$ cat src/rtl/minority_pkg.sv
// Shared constants and voter helper for the minority block.
// Latency: n/a (definitions only). Backpressure: n/a.
// maj3 is the single source of the majority function that y is derived from.
package minority_pkg;

    localparam int CNT_W_DEF = 16;

    function automatic logic maj3(input logic a, input logic b, input logic c);
        return (a & b) | (a & c) | (b & c);
    endfunction

endpackage

$ cat src/rtl/minotirty_popcount3.sv
// Counts how many of three single-bit inputs are high (0..3).
// Latency: combinational. Backpressure: none.
module popcount3 (
    input  logic       a,
    input  logic       b,
    input  logic       c,
    output logic [1:0] count
);

    assign count = {1'b0, a} + {1'b0, b} + {1'b0, c};

endmodule

$ cat src/rtl/minotirty.sv
// Three-input minority voter with a registered copy and a saturating minority-cycle counter.
// Latency: y/ones combinational; y_q and min_cnt update one clk edge later. Backpressure: none.
module minotirty
    import minority_pkg::*;
#(
    parameter int CNT_W = CNT_W_DEF
) (
    input  logic             clk,
    input  logic             reset,
    input  logic             a,
    input  logic             b,
    input  logic             c,
    input  logic             clr,
    output logic             y,
    output logic [1:0]       ones,
    output logic             y_q,
    output logic [CNT_W-1:0] min_cnt
);

    localparam logic [CNT_W-1:0] CNT_MAX = '1;
    localparam logic [CNT_W-1:0] CNT_ONE = {{(CNT_W-1){1'b0}}, 1'b1};

    popcount3 u_popcount3 (
        .a     (a),
        .b     (b),
        .c     (c),
        .count (ones)
    );

    // Minority is the complement of majority; equivalent to ones < 2.
    assign y = ~maj3(a, b, c);

    always_ff @(posedge clk or posedge reset) begin
        if (reset) begin
            y_q     <= 1'b0;
            min_cnt <= '0;
        end else begin
            y_q <= y;
            if (clr) begin
                min_cnt <= '0;
            end else if (y && (min_cnt != CNT_MAX)) begin
                min_cnt <= min_cnt + CNT_ONE;
            end
        end
    end

endmodule

$ cat config.mk
export PLATFORM = sky130hd
export DESIGN_NAME = minotirty
export DESIGN_NICKNAME = d
export VERILOG_FILES = /design/src/rtl/minority_pkg.sv /design/src/rtl/minotirty_popcount3.sv /design/src/rtl/minotirty.sv
export SDC_FILE = /design/constraint.sdc
export NUM_CORES = 1
export LEC_CHECK = 0
export BUFFER_PORTS_ARGS = -buffer_cell sky130_fd_sc_hd__buf_2
export CAP_MARGIN = 10
export CORE_UTILIZATION = 40
export CTS_BUF_LIST = sky130_fd_sc_hd__clkbuf_4 sky130_fd_sc_hd__clkbuf_8
export CTS_CLUSTER_DIAMETER = 60
export CTS_CLUSTER_SIZE = 40
export DETAILED_ROUTE_END_ITERATION = 10
export HOLD_SLACK_MARGIN = 0.06
export PLACE_DENSITY = 0.69
export SETUP_SLACK_MARGIN = 0.2
export SYNTH_ARGS = -nofsm -noshare
export SYNTH_HDL_FRONTEND = slang
export SYNTH_SLANG_ARGS = --single-unit
$ cat constraint.sdc
create_clock -name clk -period 2.3 [get_ports clk]
set_input_delay 0.345 -clock clk [delete_from_list [all_inputs] [get_ports clk]]
set_output_delay 0.345 -clock clk [all_outputs]
set_load 0.01 [all_outputs]
Word-level counts from Yosys, hierarchy flattened
Index checks and enable logic that the tools add are counted.
W data, S select, Z words.
{"block": "word_totals", "reg_bits": 17, "latchBits": 0, "ram_bits": 0, "romBits": 0, "in_bits": 6, "out_inout_bits": 20, "memories": 0}
{"block": "classes", "addsub": 3, "multipliers": 0, "div_mod_pow": 0, "magnitude_cmp": 0, "n_eq_ne": 1, "shifts": 0, "muxes": 2, "n_bitwise": 6, "n_reduce_logical": 2}
{"cell": "$mux W16", "count": 2}
{"cell": "$add A16 B1 Y16 const B", "count": 1}
{"cell": "$ne A16 B16 Y1 const B", "count": 1}
{"cell": "$and A1 B1 Y1", "count": 3}
{"cell": "$add A1 B1 Y2", "count": 1}
{"cell": "$add A2 B1 Y2", "count": 1}
{"cell": "$or A1 B1 Y1", "count": 2}
{"cell": "$reduce_bool A2 Y1", "count": 1}
{"cell": "$logic_and A1 B1 Y1", "count": 1}
{"cell": "$not A1 Y1", "count": 1}

Logic depth before layout (Yosys ltp)
Gate-level depths: netlist of the first run.
{"block": "depth", "ltp_word": 7, "depth_mapped": 6, "mapped_depth_nobuf": 6}

Modules after synthesis
A second synthesis of the first run with hierarchy kept.
{"block": "hier_totals", "cells_unflattened": 101, "hier_area_um2": 957.2}
{"mod": "minotirty", "n_inst": 1, "cells_per_inst": 100, "area_per_inst_um2": 937.1, "seq_area_each_um2": 425.4}
{"mod": "popcount3", "n_inst": 1, "cells_per_inst": 1, "area_per_inst_um2": 20.0, "seq_area_each_um2": 0.0}

Worst setup path before layout of the first run
No wires, ideal clock.
{"block": "synth_path", "path_kind": "input -> register", "startpoint": "input port a", "endpoint": "register min_cnt[12]", "arrival_time_ps": 1832, "setup_slack_ps": 341, "stages": 6, "cell_sequence": "inv_1 > fa_1 > inv_1 > or3_4 > nor4_1 > mux2_1"}
{"block": "synth_between", "elab_chain_cells": 6, "word_cells_on_any_way": 7, "cone_classes": "5 x bitwise; 2 x reduce/logical"}
{"item": "from (decl)", "line": "minotirty.sv:10", "rtl": "input logic a,"}
{"item": "$and A1 B1 Y1", "line": "minority_pkg.sv:9", "rtl": "return (a & b) | (a & c) | (b & c);"}
{"item": "$or A1 B1 Y1 * (2 in series)", "line": "minority_pkg.sv:9"}
{"item": "$not A1 Y1 *", "line": "minotirty.sv:31", "rtl": "assign y = ~maj3(a, b, c);"}
{"item": "net y", "line": "minotirty.sv:14", "rtl": "output logic y,"}
{"item": "$logic_and A1 B1 Y1 *", "line": "minotirty.sv:41", "rtl": "end else if (y && (min_cnt != CNT_MAX)) begin"}
{"item": "$reduce_bool A2 Y1 (no line) *"}
{"item": "to (signal assigned)", "line": "minotirty.sv:42", "rtl": "min_cnt <= min_cnt + CNT_ONE;"}
{"item": "to (decl)", "line": "minotirty.sv:17", "rtl": "output logic [CNT_W-1:0] min_cnt"}
Mark *: on every way through the listed nets, which the timed path passes. The rest lies on a longest branch.
A chain may end at the register's enable or synchronous reset.

Worst setup path after layout of the first run
{"block": "layout_path", "startpoint": "register min_cnt[0]", "endpoint": "register min_cnt[12]"}
{"block": "layout_between", "elab_chain_cells": 3, "word_cells_on_any_way": 6, "cone_classes": "1 x add/sub; 1 x eq/ne; 2 x mux; 2 x reduce/logical"}
{"item": "$add A16 B1 Y16 or $ne A16 B16 Y1 (tied branches)", "line": "minotirty.sv:42, minotirty.sv:41"}
{"item": "$mux W16 or $logic_and A1 B1 Y1 (tied branches)", "line": "minotirty.sv:41"}
{"item": "$mux W16 or $reduce_bool A2 Y1 (tied branches)"}
Several ways; a longest one is shown, not always the timed one. The select of a mux whose other input is x is not followed.

==> results of run 1 <==
-- state kept, by name (all words and copies together) (netlist names) --
signal and flops:
min_cnt 16, y_q 1
-- per-stage QoR --
step | instances | hold slack [ns]
after CTS | 161 | 0.141
after global routing | 161 | 0.160
after detailed placement | 157 | 0.478
after floorplan | 106 | 0.271
after global placement | 157 | 0.466
final | 161 | 0.123
-- how the worst max path moves through the flow --
stage | slack [ns] | to | cells past startpoint
after floorplan | 0.34 | min_cnt[12] | 6
after detailed placement | 0.16 | min_cnt[12] | 7
after CTS | 0.28 | min_cnt[12] | 5
after global placement | 0.24 | min_cnt[12] | 7
after global routing | 0.22 | min_cnt[12] | 5
final | 0.30 | min_cnt[12] | 5
-- cells by family after synthesis --
group                    count (synthesis)
XOR/XNOR                                 1
AND/OR/NAND/NOR                         48
flip-flops                              17
buffers and inverters                   11
AO/OA/AOI/OAI                           23
adder cells (fa/ha/maj)                  2
multiplexers                             4
-- routing by layer --
layer	routed length [um]	track usage
met5	0	0
met4	38	0.0921
met3	95	0.0377
met1	980	0.216
met2	993	0.308
-- power breakdown --
part           switching (mW)  internal, mW
Combinational          0.0358        0.0229
Sequential            0.00639         0.304
Clock                   0.103        0.0649
-- Yosys cell counts, drive strengths merged (2+ instances only) --
library cell	n
nand4	5
nor2b	5
and3	2
nor2	7
o31ai	2
mux2	3
or3	6
o21bai	2
o21ai	4
a211oi	2
nand3	4
a21oi	6
a31oi	4
nor3	4
dfrtp	17
nor4	3
nand2	7
inv	9
-- critical path, stage by stage, from the launching register on --
cell and delay (ns):
dfrtp_1 0.43, ha_1 0.23, nand4_2 0.20, or3_4 0.41, nor4_1 0.26, mux2_1 0.36
-- layout make-up --
| type | count | area, sq um |
|---|---|---|
| clock buffer | 3 | 22.5 |
| clock inverter | 1 | 5.00 |
| fill | 222 | 1100 |
| inverter | 9 | 33.8 |
| multi-input combinational | 78 | 549 |
| sequential | 17 | 425 |
| tap | 28 | 35.0 |
| timing repair buffer | 25 | 125 |
==> flow_summary.ini, run 1 <==
[outcome]
status = complete, no violations

[clocking]
cts_made_buffers = 3
clock_sinks = 17
cts_setup_buffers = 0
cts.clk_slew.worst_paths_ns = 0.10
root_buffer = clkbuf_4
ctsHtreeMaxLevel = 1
cts_tree = yes
clock_latency_ns = 0.30
cts_buffer_depth = 2
cts_resized = 0
cts_hold_buf = 0

[timing]
hold_viol = 0
setup_ws_ns = 0.297
finalClockSkew_ns = 0.000963
relSlewSlack = 0.552
tns_ns = 0
tightest_slew_ns = 0.672
finalSetupViolCount = 0
drv_slew = 0
period_needed_ns = 2.00
fmax_mhz = 499
rsz0062_at_grt = false
fin_crit_sh = 0.871

[global_routing]
grt_start_max_net_pins = 20
track_usage = 0.182
grt_pass1_wl_um = 3630
gr-total-overflow = 0
grt_pass1_vias = 841
antenna_found_initial = 0

[yosys]
synthXorXnorAreaFrac = 0.00862
ys.warnings.count = 0
synth-simple-area-share = 0.293
synthDistinctLibCells = 37
ys_ff_latch = 17
synth_compound_area_frac = 0.164
synth-edff-count = 0
ys.flop_type = dfrtp_1
ys_seq_area_frac = 0.419
muxShareOfSynthArea = 0.0431
syn_area_sq_mm = 0.00102
syn_nets = 114
yosysTopAreaCell = dfrtp_1
yosys.area_share.adder = 0.0320
synthTopCellsByArea = dfrtp_1 (42%), inv_1 (3.3%), mux2_1 (3.3%)
synthCells = 106
synth_top_area_frac = 0.419
synth_top_family_by_area = simple AND/OR/NAND/NOR gates
synthArstFlopShare = 1.00
avgSynthCellArea_sq_um = 9.58

[run]
maxCapViolCount = 0

[drt]
wirelength_um = 2110
drtIter0Drc = 11
wl_per_cell_um = 13.1
route.detailed.drc = 0
postRouteAntennaNets = 0
vias = 889
drt_first_pass_iters = 4
via_per_inst = 5.52

[worst_setup_path]
path_max_fanout = 5
cp-start-kind = register
required_ns = 2.49
cp-end-kind = register
cp.arrival_ns = 2.20
path_class = reg -> reg
critPathLaunch = min_cnt[0]
reg2reg_slack_ns = 0.30
rr_worst_depth = 5
reg2reg_to = min_cnt[12]
rr_startpoint = min_cnt[0]

[die]
initial_core_util = 0.442
core_area_sq_mm = 0.00230
rows = 17
io_pins = 26
die-width_um = 52.4
die_area_sq_mm = 0.00275
die_height_um = 52.4

[power]
vdd_drop_max_mv = 0.290
p_leak_nw = 0.592
power_density_mw_per_mm2 = 449
power_mw = 0.537

[hold_path]
hold_path_class = in -> async

[cells_and_area]
syn_to_final_growth_pct = 17.7
drive_above_1_share = 0.271
num-nets-final = 142
layout_common_cells = buf_2 (25), dfrtp_1 (17), inv_1 (9)
fin_area_sq_mm = 0.00120
post-route-util = 0.521
final_common_cell = buf_2
n_antenna_cell = 0

[placed_design]
placed_area_sq_mm = 0.00117
hpwl_um = 1580
preCtsSetupSlack_ns = 0.160
portBuffers = 25
routabilityCongestion = 0.725
Power figures use the tool's default switching activity.
==> inputs of run 2 (changes only) <==
--- a/config.mk
+++ b/config.mk
@@ -14,6 +14,7 @@
 export DETAILED_ROUTE_END_ITERATION = 10
 export HOLD_SLACK_MARGIN = 0.06
 export PLACE_DENSITY = 0.69
+export REMOVE_ABC_BUFFERS = 1
 export SETUP_SLACK_MARGIN = 0.2
 export SYNTH_ARGS = -nofsm -noshare
 export SYNTH_HDL_FRONTEND = slang
==> constraint.sdc (replaced) <==
create_clock -name clk -period 2.5 [get_ports clk]
set_input_delay 0.375 -clock clk [delete_from_list [all_inputs] [get_ports clk]]
set_output_delay 0.375 -clock clk [all_outputs]
set_load 0.01 [all_outputs]
==> run 2 against run 1 <==
Flip-flop and latch count unchanged. Non-clock buffer count unchanged. Sequential share of layout area decreased by 0.074 points. Clock skew increased by 0.0045 ns. Core utilization increased by 0.11 points. Register-to-register slack improved by 0.22 ns. Design area increased by 0.21%. First-iteration DRC count increased by 18%. Worst setup slack improved by 0.22 ns. Largest power group unchanged.
==> flow_summary.ini, run 2 (synthesized netlist as in run 1, its figures left out) <==
[outcome]
status = complete, no violations

[timing]
tightest_slew_ns = 0.638
fmax_mhz = 505
whs_ns = 0.148
finalClockSkew_ns = 0.00550
drv_slew = 0
fin_crit_sh = 0.792
period_needed_ns = 1.98
finalSetupViolCount = 0
rsz0062_at_grt = false
hold_viol = 0
relSlewSlack = 0.574
tns_ns = 0

[clocking]
cts_buffer_depth = 2
ctsHtreeMaxLevel = 1
clock_latency_ns = 0.29
root_buffer = clkbuf_4
cts_setup_buffers = 0
cts_hold_buf = 0
cts_resized = 0
cts_made_buffers = 3
cts_tree = yes
cts.clk_slew.worst_paths_ns = 0.10
clock_sinks = 17

[placed_design]
routabilityCongestion = 0.772
dp_cells = 157
placed_area_sq_mm = 0.00117
portBuffers = 25
hpwl_um = 1570

[cells_and_area]
n_antenna_cell = 0
top_register = min_cnt
num-nets-final = 142
final_common_cell = buf_2
largest_reg_flops = 16
fin_area_sq_mm = 0.00120
stdcell_count = 161
top_regs = min_cnt x16, y_q x1
layout_common_cells = buf_2 (25), dfrtp_1 (17), inv_1 (9)
drive_above_1_share = 0.271
filler_cell_count = 242
syn_to_final_growth_pct = 18.0

[worst_setup_path]
path_class = reg -> reg
cp_slowest_stage_delay_ns = 0.43
cp-end-kind = register
required_ns = 2.68
cp.arrival_ns = 2.16
crit_chain = ha_1 -> nand4_2 -> or3_4 -> nor4_1 -> mux2_1
path_max_fanout = 5
cp-start-kind = register
cp_slowest_cell = dfrtp_1

[die]
rows = 17
initial_core_util = 0.442
core_area_sq_mm = 0.00230
io_pins = 26
die_height_um = 52.4
die-width_um = 52.4
die_area_sq_mm = 0.00275

[drt]
drtIter0Drc = 13
wirelength_um = 2090
vias = 913
via_per_inst = 5.67
route.detailed.drc = 0
drt_first_pass_iters = 4
wl_per_cell_um = 13.0
postRouteAntennaNets = 0

[global_routing]
grt_start_max_net_pins = 20
antenna_found_initial = 0
grt_pass1_wl_um = 3680
track_usage = 0.182
grt_pass1_vias = 846
gr-total-overflow = 0

[hold_path]
hold_path_class = in -> async

[power]
vdd_drop_max_mv = 0.263
power_density_mw_per_mm2 = 416
p_leak_nw = 0.593

[run]
maxCapViolCount = 0
## run 2: cell types whose count changed in the layout (fill, tap and decap cells not counted), sizes merged
cell	before	now
clkbuf	3	4
clkinv	1	0
## run 2: through the flow
step	power, mW	util	setup WS, ns
after floorplan	0.323	-	0.511
after global placement	0.345	0.509	0.476
after detailed placement	0.347	0.509	0.399
after CTS	0.504	0.522	0.510
after global routing	0.530	0.522	0.365
final	0.499	0.522	0.520
## run 2: area by class of cell
type	count	area (sq um)	share of cell area
Sequential cell	17	425	0.355
Multi-Input combinational cell	78	549	0.458
Inverter	9	33.8	0.0282
Timing Repair Buffer	25	125	0.104
Clock buffer	4	30.0	0.0251
Tap cell	28	35.0	0.0292
## run 2: power by group
part	switching [mW]	leakage (nW)	internal, mW
sequential	0.00591	0.234	0.280
combinational	0.0332	0.340	0.0212
clock	0.0858	0.0184	0.0729
## run 2: routing by layer
| metal | global-route usage | wire length [um] |
|---|---|---|
| met1 | 0.228 | 911 |
| met2 | 0.308 | 1040 |
| met3 | 0.0261 | 103 |
| met4 | 0.0789 | 32 |
| met5 | 0 | 0 |
## run 2: path summary, 6_finish.rpt
| path | startpoint | to | slack (ns) | cells past startpoint |
|---|---|---|---|---|
| min | reset | min_cnt[12] | 0.15 | 2 |
| max reg2reg | min_cnt[0] | min_cnt[12] | 0.52 | 5 |
| min in group clk | clr | min_cnt[1] | 0.46 | 2 |
| max | min_cnt[0] | min_cnt[12] | 0.52 | 5 |
| max in group asynchronous | reset | min_cnt[15] | 1.94 | 2 |
| min reg2reg | min_cnt[7] | min_cnt[7] | 0.56 | 1 |
## run 2: critical path, delay by kind of cell (launching register included)
kind	cells	cell delay, ns
multiplexers	1	0.36
AND/OR/NAND/NOR	3	0.85
adder cells (fa/ha/maj)	1	0.24
flip-flops	1	0.43
==> inputs of run 3 (changes only) <==
--- a/config.mk
+++ b/config.mk
@@ -13,7 +13,7 @@
 export CTS_CLUSTER_SIZE = 40
 export DETAILED_ROUTE_END_ITERATION = 10
 export HOLD_SLACK_MARGIN = 0.06
-export PLACE_DENSITY = 0.69
+export PLACE_DENSITY = 0.71
 export REMOVE_ABC_BUFFERS = 1
 export SETUP_SLACK_MARGIN = 0.2
 export SYNTH_ARGS = -nofsm -noshare
==> constraint.sdc (replaced) <==
create_clock -name clk -period 1.6 [get_ports clk]
set_input_delay 0.24 -clock clk [delete_from_list [all_inputs] [get_ports clk]]
set_output_delay 0.24 -clock clk [all_outputs]
set_load 0.01 [all_outputs]
==> run 3 against run 2 <==
The flow now finishes with violations (setup timing). Die area unchanged. Routed wire length up 23%. Worst hold slack better by 0.19 ns. Design area grew 25%. Non-clock buffer count up 32. Flip-flop and latch count is the same.
==> flow_summary.ini, run 3 (synthesized netlist as in run 1, its figures left out) <==
[cells_and_area]
fin_area_sq_mm = 0.00150
num-nets-final = 174
stdcell_count = 193
top_regs = min_cnt x16, y_q x1
n_antenna_cell = 0
largest_reg_flops = 16
top_register = min_cnt
layout_common_cells = buf_4 (30), buf_2 (25), dfrtp_1 (17)
syn_to_final_growth_pct = 47.7
drive_above_1_share = 0.479
final_common_cell = buf_4

[worst_setup_path]
required_ns = 1.83
path_class = reg -> reg
cp.arrival_ns = 1.90
cp_slowest_stage_delay_ns = 0.38
rr_startpoint = min_cnt[1]
crit_chain = ha_2 -> nand4_2 -> or3_4 -> buf_6 -> or3_4 -> a21oi_2
cp-end-kind = register
reg2reg_slack_ns = -0.07
cp-start-kind = register
reg2reg_to = min_cnt[10]
critPathLaunch = min_cnt[1]
crit_top_cell = or3_4
critical-path-top-delay-family = simple AND/OR/NAND/NOR gates
path_max_fanout = 4
rr_worst_depth = 6
cp_num_buf_inv = 1
cp_slowest_cell = dfrtp_1

[timing]
fmax_mhz = 599
tightest_slew_ns = 0.642
rsz0062_at_grt = true
period_needed_ns = 1.67
finalClockSkew_ns = 0.00236
fin_crit_sh = 1.04
whs_ns = 0.336
tns_ns = -0.282
setup_ws_ns = -0.0687
hold_viol = 0
relSlewSlack = 0.572
drv_slew = 0
finalSetupViolCount = 10

[clocking]
clock_latency_ns = 0.29
cts_made_buffers = 3
clock_sinks = 17
ctsHtreeMaxLevel = 1
cts_tree = yes
root_buffer = clkbuf_4
cts_buffer_depth = 2
cts.clk_slew.worst_paths_ns = 0.10

[drt]
postRouteAntennaNets = 0
drt_first_pass_iters = 4
wl_per_cell_um = 13.3
vias = 1054
drtIter0Drc = 9
wirelength_um = 2560
route.detailed.drc = 0
via_per_inst = 5.46

[placed_design]
preCtsSetupSlack_ns = -0.203
routabilityCongestion = 0.882
placed_area_sq_mm = 0.00139
portBuffers = 25
dp_cells = 187
hpwl_um = 1890

[hold_path]
hold_path_depth = 2
hold_path_class = in -> reg
worstHoldEndpoint = min_cnt[1]
hp-start = clr

[die]
core_area_sq_mm = 0.00230
die-width_um = 52.4
die_height_um = 52.4
io_pins = 26
initial_core_util = 0.442
rows = 17
die_area_sq_mm = 0.00275

[power]
vdd_drop_max_mv = 0.498
power_density_mw_per_mm2 = 540
p_leak_nw = 0.772

[global_routing]
track_usage = 0.214
grt_pass1_wl_um = 4290
grt_start_max_net_pins = 20
gr-total-overflow = 0
antenna_found_initial = 0
grt_pass1_vias = 999

[outcome]
status = finished, violations left
violations = setup timing

[run]
maxCapViolCount = 0
-- run 3: worst max-delay path by stage --
stage,to,depth (start not counted)
5_1_grt,min_cnt[8],6
3_5_place_dp,min_cnt[10],8
6_report,min_cnt[10],6
4_1_cts,min_cnt[10],6
2_1_floorplan,min_cnt[12],5
3_3_place_gp,min_cnt[11],7
-- run 3: what timing repair did --
item	in CTS	in global routing
hold buffers	1	0
hold endpoints to repair	17	0
gates resized for setup	10	4
setup buffers	0	1
endpoints found under the setup margin	17	16
pin swaps	3	4
-- run 3: report_power, final --
| group | internal, mW | leakage (nW) | total [mW] | switching, mW |
|---|---|---|---|---|
| registers | 0.438 | 0.234 | 0.442 | 0.00472 |
| clock network | 0.0931 | 0.0177 | 0.237 | 0.144 |
| logic | 0.0615 | 0.521 | 0.129 | 0.0679 |
-- run 3: cell type report --
cell class                      instances  area [sq um]
Timing Repair Buffer                   57           372
Clock inverter                          1          5.00
Fill cell                             200           797
Tap cell                               28          35.0
Clock buffer                            3          22.5
Inverter                                9          33.8
Multi-Input combinational cell         78           607
Sequential cell                        17           425
-- run 3: per-stage QoR --
stage	power, mW	util
2_1_floorplan	0.505	-
3_3_place_gp	0.564	0.607
3_5_place_dp	0.567	0.607
4_1_cts	0.806	0.643
5_1_grt	0.841	0.653
6_report	0.809	0.653
-- run 3: worst register-to-register path, cell delays in order (launching register included) --
cell	delay [ns]
dfrtp_1	0.38
ha_2	0.20
nand4_2	0.11
or3_4	0.35
buf_6	0.13
or3_4	0.32
a21oi_2	0.12
-- run 3: per-layer routing --
layer,track usage,up-vias,part of all wire
met5,0,-,0
li1,-,507,-
met4,0.0789,0,0.011
met2,0.390,24,0.51
met1,0.249,519,0.44
met3,0.0319,4,0.033
